File: src/rtl/vga_timing_pkg.sv
// Default 640x480@60 timing constants, FSM state types and a small counter helper
// shared by the VGA timing controller.
package vga_timing_pkg;

  localparam int DEF_DIV      = 4;
  localparam int DEF_H_ACTIVE = 640;
  localparam int DEF_H_FP     = 16;
  localparam int DEF_H_SYNC   = 96;
  localparam int DEF_H_BP     = 48;
  localparam int DEF_V_ACTIVE = 480;
  localparam int DEF_V_FP     = 10;
  localparam int DEF_V_SYNC   = 2;
  localparam int DEF_V_BP     = 33;

  localparam int DEF_H_TOTAL    = DEF_H_ACTIVE + DEF_H_FP + DEF_H_SYNC + DEF_H_BP;
  localparam int DEF_V_TOTAL    = DEF_V_ACTIVE + DEF_V_FP + DEF_V_SYNC + DEF_V_BP;
  localparam int DEF_HS_START   = DEF_H_ACTIVE + DEF_H_FP;
  localparam int DEF_HS_END     = DEF_HS_START + DEF_H_SYNC;
  localparam int DEF_VS_START   = DEF_V_ACTIVE + DEF_V_FP;
  localparam int DEF_VS_END     = DEF_VS_START + DEF_V_SYNC;

  typedef enum logic [1:0] {H_ACT, H_FRONT, H_SYNC, H_BACK} hstate_t;
  typedef enum logic [1:0] {V_ACT, V_FRONT, V_SYNC, V_BACK} vstate_t;

  // Increment with wrap to zero after the last legal value.
  function automatic logic [9:0] wrap_inc(input logic [9:0] val, input logic [9:0] last);
    return (val == last) ? 10'd0 : val + 10'd1;
  endfunction

endpackage

File: src/rtl/pix_tick_gen.sv
// Pixel-rate strobe generator: a 0..DIV-1 counter that is cleared while enable is low.
module pix_tick_gen #(
  parameter int DIV = 4
) (
  input  logic clk_in,
  input  logic rst,
  input  logic enable,
  output logic pix_tick
);

  localparam int CW = (DIV > 1) ? $clog2(DIV) : 1;
  localparam logic [CW-1:0] C_LAST = CW'(DIV - 1);

  logic [CW-1:0] r_cnt;

  // Divider counter; held at zero while the raster is idle.
  always_ff @(posedge clk_in or posedge rst) begin
    if (rst) begin
      r_cnt <= '0;
    end else if (!enable) begin
      r_cnt <= '0;
    end else if (r_cnt == C_LAST) begin
      r_cnt <= '0;
    end else begin
      r_cnt <= r_cnt + CW'(1);
    end
  end

  assign pix_tick = enable && (r_cnt == C_LAST);

endmodule

File: src/rtl/vga_timing_ctrl.sv
// VGA raster timing: pixel/line counters, horizontal and vertical phase FSMs, and
// registered sync/blanking/start strobes that change on the same edge as the counts.
module vga_timing_ctrl
  import vga_timing_pkg::*;
#(
  parameter int DIV      = DEF_DIV,
  parameter int H_ACTIVE = DEF_H_ACTIVE,
  parameter int H_FP     = DEF_H_FP,
  parameter int H_SYNC   = DEF_H_SYNC,
  parameter int H_BP     = DEF_H_BP,
  parameter int V_ACTIVE = DEF_V_ACTIVE,
  parameter int V_FP     = DEF_V_FP,
  parameter int V_SYNC   = DEF_V_SYNC,
  parameter int V_BP     = DEF_V_BP
) (
  input  logic       clk_in,
  input  logic       rst,
  input  logic       enable,
  output logic       pix_tick,
  output logic [9:0] hcount,
  output logic [9:0] vcount,
  output logic       hsync,
  output logic       vsync,
  output logic       video_on,
  output logic       line_start,
  output logic       frame_start
);

  localparam logic [9:0] H_ACT_LAST  = 10'(H_ACTIVE - 1);
  localparam logic [9:0] H_FP_LAST   = 10'(H_ACTIVE + H_FP - 1);
  localparam logic [9:0] H_SYNC_LAST = 10'(H_ACTIVE + H_FP + H_SYNC - 1);
  localparam logic [9:0] H_LAST      = 10'(H_ACTIVE + H_FP + H_SYNC + H_BP - 1);
  localparam logic [9:0] V_ACT_LAST  = 10'(V_ACTIVE - 1);
  localparam logic [9:0] V_FP_LAST   = 10'(V_ACTIVE + V_FP - 1);
  localparam logic [9:0] V_SYNC_LAST = 10'(V_ACTIVE + V_FP + V_SYNC - 1);
  localparam logic [9:0] V_LAST      = 10'(V_ACTIVE + V_FP + V_SYNC + V_BP - 1);

  logic       w_tick;
  logic [9:0] r_hcount, w_hcount_nxt;
  logic [9:0] r_vcount, w_vcount_nxt;
  hstate_t    r_hstate, w_hstate_nxt;
  vstate_t    r_vstate, w_vstate_nxt;
  logic       r_running, w_running_nxt;
  logic       r_pix_tick, r_hsync, r_vsync, r_video_on, r_line_start, r_frame_start;
  logic       w_line_nxt, w_frame_nxt, w_hsync_nxt, w_vsync_nxt, w_video_nxt;

  pix_tick_gen #(.DIV(DIV)) u_pix_tick_gen (
    .clk_in   (clk_in),
    .rst      (rst),
    .enable   (enable),
    .pix_tick (w_tick)
  );

  // Next raster position, phase states and strobes. The first tick after idle
  // only arms the raster at 0/0 so that it emits both start pulses.
  always_comb begin
    w_hcount_nxt  = r_hcount;
    w_vcount_nxt  = r_vcount;
    w_hstate_nxt  = r_hstate;
    w_vstate_nxt  = r_vstate;
    w_running_nxt = r_running;
    w_line_nxt    = 1'b0;
    w_frame_nxt   = 1'b0;
    if (!enable) begin
      w_hcount_nxt  = 10'd0;
      w_vcount_nxt  = 10'd0;
      w_hstate_nxt  = H_ACT;
      w_vstate_nxt  = V_ACT;
      w_running_nxt = 1'b0;
    end else if (w_tick && !r_running) begin
      w_hcount_nxt  = 10'd0;
      w_vcount_nxt  = 10'd0;
      w_hstate_nxt  = H_ACT;
      w_vstate_nxt  = V_ACT;
      w_running_nxt = 1'b1;
      w_line_nxt    = 1'b1;
      w_frame_nxt   = 1'b1;
    end else if (w_tick) begin
      w_hcount_nxt = wrap_inc(r_hcount, H_LAST);
      case (r_hstate)
        H_ACT:                  w_hstate_nxt = (r_hcount == H_ACT_LAST)  ? H_FRONT : H_ACT;
        H_FRONT:                w_hstate_nxt = (r_hcount == H_FP_LAST)   ? vga_timing_pkg::H_SYNC : H_FRONT;
        vga_timing_pkg::H_SYNC: w_hstate_nxt = (r_hcount == H_SYNC_LAST) ? H_BACK : vga_timing_pkg::H_SYNC;
        H_BACK:                 w_hstate_nxt = (r_hcount == H_LAST)      ? H_ACT : H_BACK;
        default:                w_hstate_nxt = H_ACT;
      endcase
      if (r_hcount == H_LAST) begin
        w_line_nxt   = 1'b1;
        w_frame_nxt  = (r_vcount == V_LAST);
        w_vcount_nxt = wrap_inc(r_vcount, V_LAST);
        case (r_vstate)
          V_ACT:                  w_vstate_nxt = (r_vcount == V_ACT_LAST)  ? V_FRONT : V_ACT;
          V_FRONT:                w_vstate_nxt = (r_vcount == V_FP_LAST)   ? vga_timing_pkg::V_SYNC : V_FRONT;
          vga_timing_pkg::V_SYNC: w_vstate_nxt = (r_vcount == V_SYNC_LAST) ? V_BACK : vga_timing_pkg::V_SYNC;
          V_BACK:                 w_vstate_nxt = (r_vcount == V_LAST)      ? V_ACT : V_BACK;
          default:                w_vstate_nxt = V_ACT;
        endcase
      end else begin
        w_vcount_nxt = r_vcount;
      end
    end else begin
      w_running_nxt = r_running;
    end
    w_hsync_nxt = (w_hstate_nxt != vga_timing_pkg::H_SYNC);
    w_vsync_nxt = (w_vstate_nxt != vga_timing_pkg::V_SYNC);
    w_video_nxt = w_running_nxt && (w_hstate_nxt == H_ACT) && (w_vstate_nxt == V_ACT);
  end

  // State and output registers, all updated together.
  always_ff @(posedge clk_in or posedge rst) begin
    if (rst) begin
      r_hcount      <= 10'd0;
      r_vcount      <= 10'd0;
      r_hstate      <= H_ACT;
      r_vstate      <= V_ACT;
      r_running     <= 1'b0;
      r_pix_tick    <= 1'b0;
      r_hsync       <= 1'b1;
      r_vsync       <= 1'b1;
      r_video_on    <= 1'b0;
      r_line_start  <= 1'b0;
      r_frame_start <= 1'b0;
    end else begin
      r_hcount      <= w_hcount_nxt;
      r_vcount      <= w_vcount_nxt;
      r_hstate      <= w_hstate_nxt;
      r_vstate      <= w_vstate_nxt;
      r_running     <= w_running_nxt;
      r_pix_tick    <= w_tick;
      r_hsync       <= w_hsync_nxt;
      r_vsync       <= w_vsync_nxt;
      r_video_on    <= w_video_nxt;
      r_line_start  <= w_line_nxt;
      r_frame_start <= w_frame_nxt;
    end
  end

  assign pix_tick    = r_pix_tick;
  assign hcount      = r_hcount;
  assign vcount      = r_vcount;
  assign hsync       = r_hsync;
  assign vsync       = r_vsync;
  assign video_on    = r_video_on;
  assign line_start  = r_line_start;
  assign frame_start = r_frame_start;

endmodule

File: config.mk
export PLATFORM = sky130hd
export DESIGN_NAME = vga_timing_ctrl
export DESIGN_NICKNAME = d
export VERILOG_FILES = /design/src/rtl/vga_timing_pkg.sv /design/src/rtl/pix_tick_gen.sv /design/src/rtl/vga_timing_ctrl.sv
export SDC_FILE = /design/constraint.sdc
export NUM_CORES = 1
export LEC_CHECK = 0
export CORE_MARGIN = 1
export CORE_UTILIZATION = 39
export CTS_BUF_LIST = sky130_fd_sc_hd__clkbuf_8
export DETAILED_ROUTE_END_ITERATION = 12
export GPL_TIMING_DRIVEN = 0
export RECOVER_POWER = 100
export SLEW_MARGIN = 20
export SYNTH_ARGS = -nofsm -noshare
export SYNTH_HDL_FRONTEND = slang
export SYNTH_SLANG_ARGS = --single-unit
File: constraint.sdc
create_clock -name clk_in -period 2.2 [get_ports clk_in]
set_input_delay 0.44 -clock clk_in [delete_from_list [all_inputs] [get_ports clk_in]]
set_output_delay 0.44 -clock clk_in [all_outputs]
set_load 0.02 [all_outputs]
* Word-level counts from Yosys, hierarchy flattened
Index checks and enable logic that the tools add are counted.
Storage, ports and cells: flip-flop bits (word level) 33, bits of input ports 3, output and inout bits 26, word-level logic and storage cells 82
Operators by class: add/subtract/negate cells 3, eq/ne operators 19, multiplexer cells 38, reduce and logical (&&, ||, !) cells 10
Operators with widths (count):
- $mux W10 | 9
- $eq A10 B10 Y1 const B | 5
- $eq A10 B9 Y1 const B | 3
- $mux W2 | 13
- $add A10 B1 Y10 const B | 2
- $pmux W2 S4 | 2
- $mux W1 | 14
- $eq A2 B2 Y1 const B | 5
- $logic_not A2 Y1 | 4
- $ne A3 B1 Y1 const B | 2
- $eq A2 B1 Y1 const B | 2
- $logic_and A1 B1 Y1 | 4
- $ne A2 B2 Y1 const B | 2
- $add A2 B1 Y2 const B | 1
- $reduce_and A2 Y1 | 1
- $logic_not A1 Y1 | 1

* Logic depth before layout (Yosys ltp)
Gate-level depths: netlist (run 1).
depth in word-level cells 9, mapped depth 8, depth with buffers taken out 7

* By module
Synthesis (run 1) repeated with hierarchy kept, for this count alone.
Second synthesis, totals: cell total of the unflattened synthesis 191, area, all modules 1863.0 um2
Modules (own cells, without submodules):
- vga_timing_ctrl | times used 1, cells each 184, area each 1770.4 um2, seq. area each 778.2 um2
- pix_tick_gen | times used 1, cells each 7, area each 92.6 um2, seq. area each 50.0 um2

* Worst setup path after synthesis (run 1)
OpenSTA, ideal clock, no wires.
kind register to register, from register r_hcount[0] (netlist: hcount[0]), to register r_video_on (netlist: video_on), setup time 0.095 ns, arrival 1.902 ns, required time 2.105 ns, setup slack 0.203 ns, cell stages (with the launch flop) 9, buffers on the path 2, clock period less this slack 1.997 ns, cells stage by stage dfrtp_1 > ha_1 > and4_1 > buf_2 > and4_1 > buf_4 > o21ai_1 > a211o_1 > nor4b_2
Between the ends: word-level cells in the longest chain between the ends 9, elaborated cells between the ends (all ways) 20, classes of those cells eq/ne (4); mux (12); reduce/logical (4)
RTL lines:
- start: declaration | line vga_timing_ctrl.sv:39 | logic [9:0] r_hcount, w_hcount_nxt;
- start signal: assignment | line vga_timing_ctrl.sv:124 | r_hcount <= w_hcount_nxt;
- $eq A10 B10 Y1 (on tied branches)
- $mux W2 (tied with other cells) | line vga_timing_ctrl.sv:84 | H_BACK: w_hstate_nxt = (r_hcount == H_LAST) ? H_ACT : H_BACK;
- $pmux W2 S4 | line vga_timing_ctrl.sv:80 | case (r_hstate)
- $mux W2 | line vga_timing_ctrl.sv:78 | end else if (w_tick) begin
- $mux W2 | line vga_timing_ctrl.sv:70 | end else if (w_tick && !r_running) begin
- $mux W2 | line vga_timing_ctrl.sv:64 | if (!enable) begin
- $logic_not A2 Y1 | line vga_timing_ctrl.sv:106 | w_video_nxt = w_running_nxt && (w_hstate_nxt == H_ACT) && (w_vstate_nxt == V_ACT);
- $logic_and A1 B1 Y1 | line vga_timing_ctrl.sv:106
- $logic_and A1 B1 Y1 (*) | line vga_timing_ctrl.sv:106
- net w_video_nxt | line vga_timing_ctrl.sv:45 | logic w_line_nxt, w_frame_nxt, w_hsync_nxt, w_vsync_nxt, w_video_nxt;
- end signal: assignment | line vga_timing_ctrl.sv:132 | r_video_on <= w_video_nxt;
- end: declaration | line vga_timing_ctrl.sv:44 | logic r_pix_tick, r_hsync, r_vsync, r_video_on, r_line_start, r_frame_start;
The timed path passes the listed nets; every way through them passes the cells marked *. A chain may end at the register's enable or synchronous reset.

* Final worst setup path (run 1)
from input enable, to register r_video_on (netlist: video_on)
Between the ends: word-level cells in the longest chain between the ends 7, elaborated cells between the ends (all ways) 14, classes of those cells mux (8); reduce/logical (6)
RTL lines:
- start: declaration | line vga_timing_ctrl.sv:18 | input logic enable,
- $logic_and A1 B1 Y1 (*) | line pix_tick_gen.sv:29 | assign pix_tick = enable && (r_cnt == C_LAST);
- net u_pix_tick_gen.pix_tick | line pix_tick_gen.sv:8 | output logic pix_tick
- $mux W2 or $logic_and A1 B1 Y1 (tied branches) | line vga_timing_ctrl.sv:78, vga_timing_ctrl.sv:70
- $mux W2 | line vga_timing_ctrl.sv:70
- $mux W2 | line vga_timing_ctrl.sv:64
- $logic_not A2 Y1 | line vga_timing_ctrl.sv:106
- $logic_and A1 B1 Y1 | line vga_timing_ctrl.sv:106
- $logic_and A1 B1 Y1 (*) | line vga_timing_ctrl.sv:106
- net w_video_nxt | line vga_timing_ctrl.sv:45
Marked as above.

==> results.cfg, run 1 <==
[synthesis]
synth-seq-cells = 33
synth_cell_types = 56
ys_warn_count = 0
synth_cells = 194
synth_top_area_share = 0.411
ys.flop_type = dfrtp_1
ys_async_sr_fraction = 1.00
synth_area_leaders = dfrtp_1 (41%), nand3_1 (4.0%), nand2_1 (3.8%)
synth_most_common_cell = dfrtp_1
yosysSeqAreaShare = 0.439
syn_area_sq_mm = 0.00189
netlist_top_cells_count = dfrtp_1 (31), nand2_1 (19), nand3_1 (15)
synth_edf_count = 0
syn_area_per_cell_sq_um = 9.72
synth_nets = 202
synth_top_area_cell = dfrtp_1

[worst_setup_path]
end_kind = flip-flop
r2r-start = hcount[1]
worstPathArrival_ps = 2320
path_class = in2reg
worstPathRequired_ps = 2400
critical_path.startpoint_type = input port
rrSetupSlack_ps = 130
path_max_fanout = 8
ff2ff_path_depth = 8
r2r-end = video_on

[sta]
period_needed_ps = 2130
fin_hold_ws_ps = 441
worstMarginPinSlew_ps = 1280
fin_crit_sh = 0.967
grt_setup_unrepaired = no
max_freq_ghz = 0.470
clock_skew_ps = 6.74
final_hold_viol_count = 0
drv_slew = 0
relSlewSlack = 0.146
setup_violations = 0

[layout]
n_fill_cell = 420
nets = 237
final_util = 0.524
antenna_cells = 0
final_area_sq_mm = 0.00236
synthToLayoutAreaGrowth_pct = 25.1
drive_gt1_frac = 0.126

[detailed_routing]
drc = 0
drt_first_pass_iters = 4
drt_iter0_drc = 80
via_per_inst = 5.83
drt-wirelength-per-cell_um = 15.9
totalWireLength_um = 4490
num_vias = 1645
final_antenna_net_count = 0

[global_route]
gr-max-usage-layer = met2
grt_overflow = 0
grt_use_total = 0.192
grt_pass1_wl_um = 7500
grt_use_met3 = 0.0450
grt_pass1_vias = 1593
antenna_found_initial = 0
grt_max_degree = 34
use_met2 = 0.337
grtUsageMet1 = 0.223

[status]
status = completed

[die]
die_area_sq_mm = 0.00512
ios = 29
die_w_um = 71.5
initial_utilization = 0.419
die_y_um = 71.5
placementRows = 24
coreArea_sq_mm = 0.00450

[pwr]
p_per_area_mw_per_mm2 = 536
vdd_drop_max_uv = 280
p_leak_nw = 1.01

[clocking]
holdBufCountCts = 0
ctsRootBufferMaster = clkbuf_8
max-clock-path-buffers = 2
cts_tree = built
numCtsBuffers = 5
worstSkewPairLatency_ps = 290
cts_setup_buffers = 0
clock_sinks = 33
cts-htree-levels = 2
clk_pin_slew_ps = 70

[job]
cap_violations = 0

[placement]
gp_congestion = 0.830
place_area_sq_mm = 0.00223
hpwl_um = 3230
io_buffers = 28

[min_path]
hp-class = reg2reg
worstHoldStart = u_pix_tick_gen.r_cnt[0]
holdPathEnd = u_pix_tick_gen.r_cnt[0]
min_path_cells = 1
worst max path at each step:
stage / slack (ps) / cells after the start / start / to
after floorplan: 200 / 8 / hcount[0] / video_on
after global placement: -270 / 6 / enable / vcount[5]
after detailed placement: -260 / 8 / enable / video_on
after CTS: 10 / 6 / u_pix_tick_gen.r_cnt[0] / vcount[5]
after global routing: 8 / 8 / hcount[1] / video_on
final: 70 / 8 / enable / video_on
where the power goes:
part / total, W / internal [W] / switching (W)
Sequential: 0.000617 / 0.000613 / 0.00000345
Clock: 0.000580 / 0.000339 / 0.000241
Combinational: 0.0000667 / 0.0000200 / 0.0000467
Total: 0.00126 / 0.000972 / 0.000292
what timing repair did:
action	4_1_cts	5_1_grt
endpoints found under the hold margin	0	0
resized for setup	0	5
endpoints found under the setup margin	0	8
cell families after synthesis:
logic type | Yosys count | synth area share
simple gates | 95 | 0.315
compound gates | 36 | 0.127
buf+inv | 15 | 0.0365
flops | 33 | 0.439
xor+xnor | 7 | 0.0325
fa+ha+maj | 5 | 0.0332
mux | 3 | 0.0166
worst max-delay path, cell delays in order:
cell and delay (ps):
clkdlybuf4s50_1 520, nand2_1 200, inv_2 150, and4_1 210
buf_4 160, o21ai_1 90, a211o_1 330, nor4b_2 220
layout make-up:
cell class / instances / area (sq um) / area share
multi-input combinational: 146 / 1000 / 0.424
clock inverter: 3 / 46.3 / 0.0196
clock buffer: 5 / 68.8 / 0.0292
sequential: 33 / 830 / 0.352
inverter: 10 / 37.5 / 0.0159
buffer: 5 / 31.3 / 0.0133
tap: 52 / 65.1 / 0.0276
timing repair buffer: 28 / 280 / 0.119
registers in the layout, summed over array words and instances (netlist names):
| signal | count |
|---|---|
| frame_start | 1 |
| hcount | 10 |
| hsync | 1 |
| line_start | 1 |
| pix_tick | 1 |
| r_hstate | 2 |
| r_running | 1 |
| r_vstate | 2 |
| u_pix_tick_gen.r_cnt | 2 |
| vcount | 10 |
| video_on | 1 |
| vsync | 1 |
cells in the final DEF, fill, tap and decap left out, types with 2 or more instances in the layout:
master,netlist,final
nor3_1,2,2
o21ai_0,10,10
nor2_1,10,10
o21a_1,2,2
nand2_1,19,19
a311oi_1,2,2
xnor2_1,2,2
nor2b_1,2,2
nand4_1,5,5
nand4b_1,2,2
a21boi_0,4,4
and4_1,2,2
dfstp_2,2,2
ha_1,5,3
dfrtp_1,31,30
ha_2,0,2
clkbuf_8,0,5
a211o_1,2,2
nor4_2,2,3
dlygate4sd3_1,0,27
nand3_1,15,15
inv_1,10,9
mux2i_1,2,2
nand2b_1,6,6
and3_1,4,4
or3_1,3,3
a21oi_1,6,6
o21ai_1,2,2
or4_1,2,2
clkbuf_1,2,2
nor4_1,4,3
xor2_1,5,5
nand3b_1,2,2
routing by layer:
layer | up-vias | wire length [um]
met5 | - | 0
met2 | 45 | 2220
met4 | 0 | 104
li1 | 776 | -
met1 | 813 | 1960
met3 | 11 | 205
through the flow:
step	std cells	total power [W]	TNS [ps]	setup slack [ps]
detailed placement	274	0.000698	-1770	-255
CTS	282	0.00129	0	11.7
global route	282	0.00132	0	7.74
global placement	274	0.000696	-1570	-274
floorplan	194	0.000671	0	203
finish	282	0.00126	0	73.1
Power figures use the tool's default switching activity.
==> run 2, diff against run 1 <==
--- a/config.mk
+++ b/config.mk
@@ -5,6 +5,7 @@
 export SDC_FILE = /design/constraint.sdc
 export NUM_CORES = 1
 export LEC_CHECK = 0
+export CORE_ASPECT_RATIO = 0.5
 export CORE_MARGIN = 1
 export CORE_UTILIZATION = 39
 export CTS_BUF_LIST = sky130_fd_sc_hd__clkbuf_8
==> run 2 against run 1 <==
- via count shrank 3.0%
- setup slack lost 16 ps
- combinational power grew 2%
- critical endpoint unchanged
- largest cell class unchanged
- largest power group unchanged
- highest routed layer unchanged
==> results.cfg, run 2 (synthesis results as in run 1) <==
[placement]
hpwl_um = 3060
gp_congestion = 0.825
place_area_sq_mm = 0.00225
io_buffers = 28

[worst_setup_path]
cp.depth = 8
path_class = in2reg
cp_slowest_cell = clkdlybuf4s50_1
path_cells = clkdlybuf4s50_1 -> nand2_2 -> inv_1 -> and4_1 -> buf_4 -> o21ai_1 -> a211o_1 -> nor4b_2
ff2ff_path_depth = 8
cp_num_buf_inv = 3
path_max_fanout = 8
worstPathRequired_ps = 2390
path_delay_family = buffers and inverters
setup.worst_path.end = video_on
crit_start = enable
end_kind = flip-flop
r2r-end = video_on
worstPathArrival_ps = 2330
r2r-start = hcount[0]
max_stage_delay_ps = 550
rrSetupSlack_ps = 90
critical_path.startpoint_type = input port

[global_route]
grt_pass1_vias = 1509
grt_max_degree = 34
grt_use_total = 0.189
antenna_found_initial = 0
grt_overflow = 0
grt_pass1_wl_um = 7360

[clocking]
clk_pin_slew_ps = 80
clock_sinks = 33
numCtsBuffers = 5
max-clock-path-buffers = 2
ctsRootBufferMaster = clkbuf_8
cts_tree = built
holdBufCountCts = 0
cts-htree-levels = 2
worstSkewPairLatency_ps = 290

[detailed_routing]
drt-wirelength-per-cell_um = 14.6
final_antenna_net_count = 0
num_vias = 1596
drt_iter0_drc = 58
totalWireLength_um = 4330
drc = 0
via_per_inst = 5.37
drt_first_pass_iters = 4

[sta]
relSlewSlack = 0.148
clock_skew_ps = 8.92
setup_violations = 0
period_needed_ps = 2140
final_hold_viol_count = 0
worstMarginPinSlew_ps = 1280
grt_setup_unrepaired = no
max_freq_ghz = 0.467
drv_slew = 0
fin_crit_sh = 0.974

[layout]
antenna_cells = 0
mostFrequentLayoutCell = dfrtp_1
drive_gt1_frac = 0.130
synthToLayoutAreaGrowth_pct = 25.9
nets = 238
final_cell_mix = dfrtp_1 (31), dlygate4sd3_1 (26), nand2_1 (16), nand3_1 (15)
final_area_sq_mm = 0.00237

[die]
initial_utilization = 0.418
die_y_um = 51.2
ios = 29
placementRows = 17
coreArea_sq_mm = 0.00451
die_area_sq_mm = 0.00513
die_w_um = 100

[pwr]
p_sw_frac = 0.237
p_leak_nw = 1.02
seqPwrFrac = 0.514
vdd_drop_max_uv = 202
combPwrFrac = 0.057
p_clk_frac = 0.429
power_w = 0.00120
p_sw_w = 0.000284
internal_power_w = 0.000917
p_per_area_mw_per_mm2 = 506

[job]
cap_violations = 0

[min_path]
hp-class = reg2reg

[status]
status = completed
## run 2: layout make-up
cell class / instances / area [sq um]
plain buffers: 5 / 31.3
clock buffers: 7 / 96.3
clock inverters: 1 / 5.00
fillers: 436 / 2140
inverters: 10 / 37.5
multi-input cells: 146 / 1000
flip-flops and latches: 33 / 828
well taps: 66 / 82.6
repair buffers: 29 / 288
## run 2: metrics by stage
step | cells | utilization | TNS, ps | hold slack, ps | setup WS, ps
6_report | 297 | 0.526 | 0 | 435 | 56.7
5_1_grt | 297 | 0.526 | 0 | 493 | 3.39
4_1_cts | 296 | 0.522 | 0 | 433 | 13.3
3_5_place_dp | 288 | 0.499 | -1980 | 422 | -294
3_3_place_gp | 288 | 0.499 | -1670 | 420 | -306
2_1_floorplan | 194 | - | 0 | 409 | 203
## run 2: repair_timing
| item | CTS | global route |
|---|---|---|
| setup buffers | 0 | 1 |
| gates cloned | 0 | 0 |
| gates resized for setup | 1 | 4 |
| pin swaps | 0 | 1 |
| setup endpoints to repair | 4 | 8 |
## run 2: worst min-delay path by stage
stage	slack [ps]	to	start	cells past startpoint
final	430	u_pix_tick_gen.r_cnt[0]	u_pix_tick_gen.r_cnt[0]	1
after global routing	490	u_pix_tick_gen.r_cnt[0]	u_pix_tick_gen.r_cnt[0]	1
after CTS	430	u_pix_tick_gen.r_cnt[0]	u_pix_tick_gen.r_cnt[0]	1
after detailed placement	420	u_pix_tick_gen.r_cnt[0]	u_pix_tick_gen.r_cnt[0]	1
after global placement	420	u_pix_tick_gen.r_cnt[0]	u_pix_tick_gen.r_cnt[0]	1
after floorplan	410	u_pix_tick_gen.r_cnt[0]	u_pix_tick_gen.r_cnt[0]	1
## run 2: metal layers
layer | vias to the layer above | part of all wire | global-route usage
met2 | 42 | 0.43 | 0.293
li1 | 782 | - | -
met4 | 0 | 0.014 | 0.0676
met3 | 7 | 0.046 | 0.0410
met5 | - | 0 | 0
met1 | 765 | 0.51 | 0.261
## run 2: power groups by stage
stage	clock network, W	registers (W)	logic (W)
floorplan	0	0.000631	0.0000400
global placement	0	0.000628	0.0000679
detailed placement	0	0.000629	0.0000694
CTS	0.000531	0.000617	0.0000702
global route	0.000554	0.000618	0.0000776
finish	0.000516	0.000617	0.0000683
==> run 3, diff against run 2 <==
--- a/config.mk
+++ b/config.mk
@@ -7,7 +7,7 @@
 export LEC_CHECK = 0
 export CORE_ASPECT_RATIO = 0.5
 export CORE_MARGIN = 1
-export CORE_UTILIZATION = 39
+export CORE_UTILIZATION = 40
 export CTS_BUF_LIST = sky130_fd_sc_hd__clkbuf_8
 export DETAILED_ROUTE_END_ITERATION = 12
 export GPL_TIMING_DRIVEN = 0
==> run 3 against run 2 <==
- global-route usage grew 0.66 points
- die area shrank 2.4%
- clock skew down 0.74 ps
- total power fell by 4.0%
- worst hold slack improved by 26 ps
- largest cell class unchanged
- final area decreased by 0.69%
- combinational power rose by 0.7%
- utilization rose by 0.14 points
- fmax grew 2.3%
- wire length shrank 0.83%
- sequential cell count unchanged
- critical path depth stayed put
- highest routed layer unchanged
==> results.cfg, run 3 (synthesis results as in run 1) <==
[pwr]
p_clk_frac = 0.405
p_sw_frac = 0.236
combPwrFrac = 0.060
p_leak_nw = 1.02
internal_power_w = 0.000880
vdd_drop_max_uv = 194
p_per_area_mw_per_mm2 = 489
seqPwrFrac = 0.536
p_sw_w = 0.000272

[clocking]
clk_pin_slew_ps = 60
max-clock-path-buffers = 2
numCtsBuffers = 5
ctsRootBufferMaster = clkbuf_8
cts-htree-levels = 2
cts_tree = built
holdBufCountCts = 0
worstSkewPairLatency_ps = 290
clock_sinks = 33

[die]
die_area_sq_mm = 0.00501
initial_utilization = 0.422
placementRows = 17
ios = 29
coreArea_sq_mm = 0.00447
die_y_um = 50.6
die_w_um = 99.1

[job]
cap_violations = 0

[global_route]
grt_pass1_vias = 1507
grt_max_degree = 34
grt_pass1_wl_um = 7410
grt_use_total = 0.195
antenna_found_initial = 0
grt_overflow = 0

[worst_setup_path]
critical_path.startpoint_type = input port
path_max_fanout = 8
worstPathArrival_ps = 2280
end_kind = flip-flop
path_cells = clkdlybuf4s50_1 -> nand2_2 -> inv_1 -> and4_1 -> buf_4 -> o21ai_1 -> a211o_1 -> nor4b_2
cp_slowest_cell = clkdlybuf4s50_1
max_stage_delay_ps = 550
path_class = in2reg
worstPathRequired_ps = 2390

[sta]
relSlewSlack = 0.169
period_needed_ps = 2090
drv_slew = 0
fin_crit_sh = 0.952
clock_skew_ps = 8.18
setup_violations = 0
grt_setup_unrepaired = no
max_freq_ghz = 0.478
final_hold_viol_count = 0
setup_tns_ps = 0
worstMarginPinSlew_ps = 1240

[detailed_routing]
drc = 0
drt_first_pass_iters = 4
final_antenna_net_count = 0
num_vias = 1580
via_per_inst = 5.45
drt-wirelength-per-cell_um = 14.8
totalWireLength_um = 4290
drt_iter0_drc = 93

[min_path]
hp-class = reg2reg

[placement]
io_buffers = 28
hpwl_um = 3010
gp_congestion = 0.803

[layout]
final_util = 0.528
n_fill_cell = 426
drive_gt1_frac = 0.124
synthToLayoutAreaGrowth_pct = 25.0
nets = 240
final_cell_mix = dfrtp_1 (30), dlygate4sd3_1 (27), nand2_1 (16), nand3_1 (15), inv_1 (12)
antenna_cells = 0
mostFrequentLayoutCell = dfrtp_1

[status]
status = completed
[run 3: per-layer routing]
layer,vias up,global-route usage,part of all wire
met4,0,0.0662,0.0093
met3,4,0.0418,0.032
met5,-,0,0
met1,755,0.274,0.53
li1,789,-,-
met2,32,0.302,0.43
[run 3: power groups by stage]
| stage | clock network (W) | registers (W) | logic (W) |
|---|---|---|---|
| global placement | 0 | 0.000628 | 0.0000678 |
| detailed placement | 0 | 0.000629 | 0.0000704 |
| global route | 0.000515 | 0.000618 | 0.0000784 |
| CTS | 0.000487 | 0.000617 | 0.0000702 |
| floorplan | 0 | 0.000631 | 0.0000400 |
| finish | 0.000466 | 0.000617 | 0.0000688 |
[run 3: critical path: cells and delay by family]
kind,cells,cell delay [ps]
buffers and inverters,3,880
and+or+nand+nor,3,550
AOI/OAI and AO/OA,2,410
[run 3: final timing paths]
check                                             start                 endpoint  slack, ps  cells after the start
worst max-delay path                             enable                 video_on        110                      8
min in group asynchronous                           rst                vcount[1]        930                      2
worst max register to register                hcount[1]                 video_on        160                      8
worst min register to register  u_pix_tick_gen.r_cnt[0]  u_pix_tick_gen.r_cnt[0]        460                      1
max in group asynchronous                           rst                hcount[0]        440                      2
worst min-delay path            u_pix_tick_gen.r_cnt[0]  u_pix_tick_gen.r_cnt[0]        460                      1
[run 3: what timing repair did]
item,4_1_cts,5_1_grt
setup buffers,2,1
pin swaps,1,1
setup endpoints to repair,2,12
resized for setup,0,5
[run 3: cell type report]
class	instances	area, sq um	area share
repair buffers	31	299	0.127
clock inverters	2	7.51	0.00318
well taps	57	71.3	0.0303
multi-input cells	146	998	0.424
flip-flops and latches	33	830	0.352
plain buffers	5	31.3	0.0133
clock buffers	6	82.6	0.0350
inverters	10	37.5	0.0159
[run 3: stage by stage]
stage	power [W]	setup slack (ps)	hold WS (ps)	area, sq um	instances
CTS	0.00117	6.66	450	2340	289
floorplan	0.000671	203	409	1890	194
finish	0.00115	106	461	2360	290
detailed placement	0.000699	-300	438	2240	279
global placement	0.000696	-296	421	2240	279
global route	0.00121	9.52	487	2360	290
